==> src/rtl/seq_chunk_adder.sv <==
// Multi-cycle wide adder that walks a CHUNK-bit add slice over WIDTH-bit operands, LSB chunk first.
// Define SEQ_CHUNK_ADDER_SUB_EN to make the sub port select a two's-complement subtraction.
module seq_chunk_adder #(
   parameter int WIDTH = 8,
   parameter int CHUNK = 2
) (
   input  logic             clk,
   input  logic             rst_n,
   input  logic             in_valid,
   output logic             in_ready,
   input  logic [WIDTH-1:0] a,
   input  logic [WIDTH-1:0] b,
   input  logic             sub,
   output logic             out_valid,
   input  logic             out_ready,
   output logic [WIDTH-1:0] s,
   output logic             cout,
   output logic             busy
);

   localparam int N    = WIDTH / CHUNK;
   localparam int IDXW = (N > 1) ? $clog2(N) : 1;

   typedef enum logic [1:0] {
      ST_IDLE,
      ST_RUN,
      ST_DONE
   } state_t;

   state_t           r_state;
   logic [WIDTH-1:0] r_a;
   logic [WIDTH-1:0] r_beff;
   logic [WIDTH-1:0] r_s;
   logic [IDXW-1:0]  r_idx;
   logic             r_carry;
   logic             r_cout;

   logic [WIDTH-1:0] w_beff;
   logic             w_cin;
   logic [CHUNK-1:0] w_a_chunk;
   logic [CHUNK-1:0] w_b_chunk;
   logic [CHUNK:0]   w_sum;
   logic             w_last;

`ifdef SEQ_CHUNK_ADDER_SUB_EN
   assign w_beff = sub ? ~b : b;
   assign w_cin  = sub;
`else
   // The sub port is kept for a uniform interface; masking it here keeps it connected but inert.
   assign w_beff = b;
   assign w_cin  = sub & 1'b0;
`endif

   assign w_a_chunk = r_a[int'(r_idx)*CHUNK +: CHUNK];
   assign w_b_chunk = r_beff[int'(r_idx)*CHUNK +: CHUNK];
   assign w_sum     = {1'b0, w_a_chunk} + {1'b0, w_b_chunk} + (CHUNK+1)'(r_carry);
   assign w_last    = (r_idx == IDXW'(N - 1));

   // Handshake flags decode the state register only, so no input reaches them combinationally.
   assign in_ready  = (r_state == ST_IDLE);
   assign out_valid = (r_state == ST_DONE);
   assign busy      = (r_state != ST_IDLE);
   assign s         = r_s;
   assign cout      = r_cout;

   always_ff @(posedge clk) begin
      if (!rst_n) begin
         r_state <= ST_IDLE;
         r_idx   <= '0;
         r_carry <= 1'b0;
         r_s     <= '0;
         r_cout  <= 1'b0;
         r_a     <= '0;
         r_beff  <= '0;
      end else begin
         case (r_state)
            ST_IDLE: begin
               if (in_valid) begin
                  r_a     <= a;
                  r_beff  <= w_beff;
                  r_s     <= '0;
                  r_carry <= w_cin;
                  r_idx   <= '0;
                  r_state <= ST_RUN;
               end
            end
            ST_RUN: begin
               r_s[int'(r_idx)*CHUNK +: CHUNK] <= w_sum[CHUNK-1:0];
               r_carry                         <= w_sum[CHUNK];
               if (w_last) begin
                  // idx stays on the last chunk so it never leaves 0..N-1 (N==1 included).
                  r_cout  <= w_sum[CHUNK];
                  r_state <= ST_DONE;
               end else begin
                  r_idx <= r_idx + 1'b1;
               end
            end
            ST_DONE: begin
               if (out_ready) r_state <= ST_IDLE;
            end
            default: r_state <= ST_IDLE;
         endcase
      end
   end

endmodule

==> config.mk <==
export PLATFORM = sky130hd
export DESIGN_NAME = seq_chunk_adder
export DESIGN_NICKNAME = d
export VERILOG_FILES = /design/src/rtl/seq_chunk_adder.sv
export SDC_FILE = /design/constraint.sdc
export NUM_CORES = 1
export LEC_CHECK = 0
export BUFFER_PORTS_ARGS = -buffer_cell sky130_fd_sc_hd__buf_2
export CORE_ASPECT_RATIO = 0.9
export CORE_MARGIN = 2
export CORE_UTILIZATION = 55
export CTS_BUF_LIST = sky130_fd_sc_hd__clkbuf_8
export CTS_CLUSTER_DIAMETER = 200
export CTS_CLUSTER_SIZE = 24
export DETAILED_ROUTE_END_ITERATION = 10
export PLACE_DENSITY = 0.93
export SLEW_MARGIN = 20
export SYNTH_ARGS = -nofsm -noshare
export SYNTH_HDL_FRONTEND = slang
export SYNTH_SLANG_ARGS = --single-unit
==> constraint.sdc <==
create_clock -name clk -period 3.1 [get_ports clk]
set_input_delay 0.93 -clock clk [delete_from_list [all_inputs] [get_ports clk]]
set_output_delay 0.93 -clock clk [all_outputs]
set_load 0.05 [all_outputs]
==> reports/results.ini <==
[status]
run_status=completed

[logic_synthesis]
synth_top_area_share_pct=43.2
yosysSeqAreaShare_pct=43.2
async_flop_share_pct=0
synth_edf_count=0
synth_flop_cell=dfxtp_1
syn_area_mm2=0.00139
synth-seq-cells=30
yosys_warnings=0
synth_cell_type_count=29
synth_most_common_cell=nand2_1
synthTopCellsByCount=49 x nand2_1, 30 x dfxtp_1, 22 x a21oi_1
synth.largest_area_cell=dfxtp_1
syn-num-nets=191
synth.avg_cell_area_um2=8.47
synth_area_leaders=dfxtp_1 43%, nand2_1 13%, a21oi_1 7.9%, mux4_2 6.5%, ha_1 3.6%
syn_inst=164

[setup_path]
worstReg2RegStart=r_idx[0]
rr_worst_depth=6
reg2reg_slack_ns=0.48
required_ns=3.30
cp.arrival_ns=2.82
critPathKind=flip-flop to flip-flop
worstSetupEndpointType=flip-flop
reg2reg_to=s[3]
cp_max_fo=12
startpoint_type=flip-flop

[global_routing]
grt.total_usage_pct=20.4
overflow=0
grt_pass1_wl_mm=4.50
grt_pass1_vias=1090
antenna_found_initial=0
grt_max_degree=22

[clock_tree]
cts_hold_buf=0
tritoncts=yes
numCtsBuffers=5
cts-root-buf=clkbuf_8
post_cts_resize_count=0
htreeDepth=2
clockBufferDepth=2
worst_skew_pair.late_latency_ns=0.28
clk_pin_slew_ns=0.06
cts_setup_buffers=0
clkSinkCount=30

[pwr]
netSwitchingFraction_pct=26.1
combPwrFrac_pct=13.6
intPower_mw=0.626
switchingPower_mw=0.221
seqPwrFrac_pct=49.5
power.density_mw_per_mm2=517
p_leak_nw=0.671
ir_drop_v=0.000340
power.share.clock_pct=36.9

[route]
ant_nets=0
drc=0
avgViaCountPerCell=5.35
dr.pass1.iters=4
wl_per_cell_um=11.8
via_count=1193
wirelength_mm=2.63
drtIter0Drc=31

[worst_hold_path]
hold_path_depth=2
hp-class=flip-flop to flip-flop
worstHoldStart=r_a[5]
min_to=r_a[5]

[placed_design]
port_buffers=31
placed_cells=215
place.gp.congestion=0.797
dp_hpwl_mm=1.83

[timing]
max_slew_margin_pct=56.6
rsz0062_at_grt=no
maxSlewViolCount=0
worst_pin_slew_ns=0.650
finalCriticalPeriod_ns=2.62
fin_setup_tns_ns=0
finalHoldViolations=0
clock_skew_ns=0.00498
max_freq_mhz=382
fin_crit_sh_pct=84.4
finalSetupViolations=0

[die]
core.rowCount=17
ioPinCount=33
dieArea_mm2=0.00294
core_area_mm2=0.00242
chipWidth_um=57.0
die_h_um=51.7
initial_core_util_pct=57.3

[layout]
fin_cells=223
nets=221
drive_above_1_share_pct=24.1
n_antenna_cell=0
syn2layout_area_growth_pct=17.9

[flow_run]
max_cap_violations=0

## worst max path at each step
stage	start	end	slack, ns
global placement	r_idx[0]	s[3]	0.58
CTS	r_idx[0]	s[3]	0.47
global route	r_idx[0]	s[3]	0.36
finish	r_idx[0]	s[3]	0.48
floorplan	r_idx[0]	s[3]	0.78
detailed placement	r_idx[0]	s[3]	0.49
## logic make-up after synthesis
family          share of synthesized area (%)
simple gates                             24.3
compound gates                           14.4
flops                                    43.2
buf+inv                                  5.04
fa+ha+maj                                6.49
mux                                      6.49
## registers in the layout, summed over array words and instances (netlist names)
name	flops
r_state	2
cout	1
s	8
r_beff	8
r_a	8
r_idx	2
r_carry	1
## worst max-delay path: stages (launching register included)
cell	delay [ns]
dfxtp_1	0.65
mux4_2	0.60
fa_1	0.40
inv_1	0.08
fa_1	0.43
nand3b_1	0.20
o22ai_1	0.18
## area by class of cell
type / count / area (um2)
Fill cell: 212 / 787
Multi-Input combinational cell: 117 / 718
Sequential cell: 30 / 601
Timing Repair Buffer: 32 / 163
Clock buffer: 6 / 82.6
Tap cell: 28 / 35.0
Inverter: 8 / 30.0
Clock inverter: 2 / 8.76
## routing by layer
layer	vias up	global-route usage, %	part of all wire, %
li1	615	-	-
met1	535	22.7	44
met2	38	34.1	49
met3	5	6.72	5.5
met4	0	12.0	1.1
met5	-	0	0
## power groups by stage
stage | clock network (mW) | logic (mW) | registers [mW]
after CTS | 0.320 | 0.116 | 0.419
after global routing | 0.341 | 0.129 | 0.422
after detailed placement | 0 | 0.115 | 0.428
after global placement | 0 | 0.113 | 0.426
after floorplan | 0 | 0.0884 | 0.422
final | 0.313 | 0.115 | 0.419
## cells in the final DEF, fill, tap and decap left out
cell type	count
nand3b_1	1
clkinv_2	1
inv_1	9
clkbuf_8	6
a211oi_1	1
nor3b_2	1
o31ai_1	1
nand2_1	49
or4b_1	1
or3b_1	2
nor2b_1	1
o22ai_1	7
nand2b_1	5
mux4_2	4
nand3_1	1
fa_1	2
o21ai_1	1
nor2_1	3
buf_2	31
and2_1	1
a311oi_1	1
ha_1	4
a21oi_1	22
or2_2	1
a22oi_1	1
and2b_2	1
o21ai_0	2
buf_4	1
and4bb_2	1
nand4_1	3
dfxtp_1	30
## metrics by stage
step                hold slack (ns)  setup slack, ns  cell area (um2)  util (%)  total power [mW]
floorplan                     0.433            0.778             1390         -             0.510
global placement              0.441            0.578             1550      63.8             0.539
detailed placement            0.445            0.490             1550      63.8             0.543
CTS                           0.455            0.470             1640      67.5             0.855
global route                  0.473            0.362             1640      67.5             0.891
finish                        0.452            0.482             1640      67.5             0.847
Power figures use the tool's default switching activity.
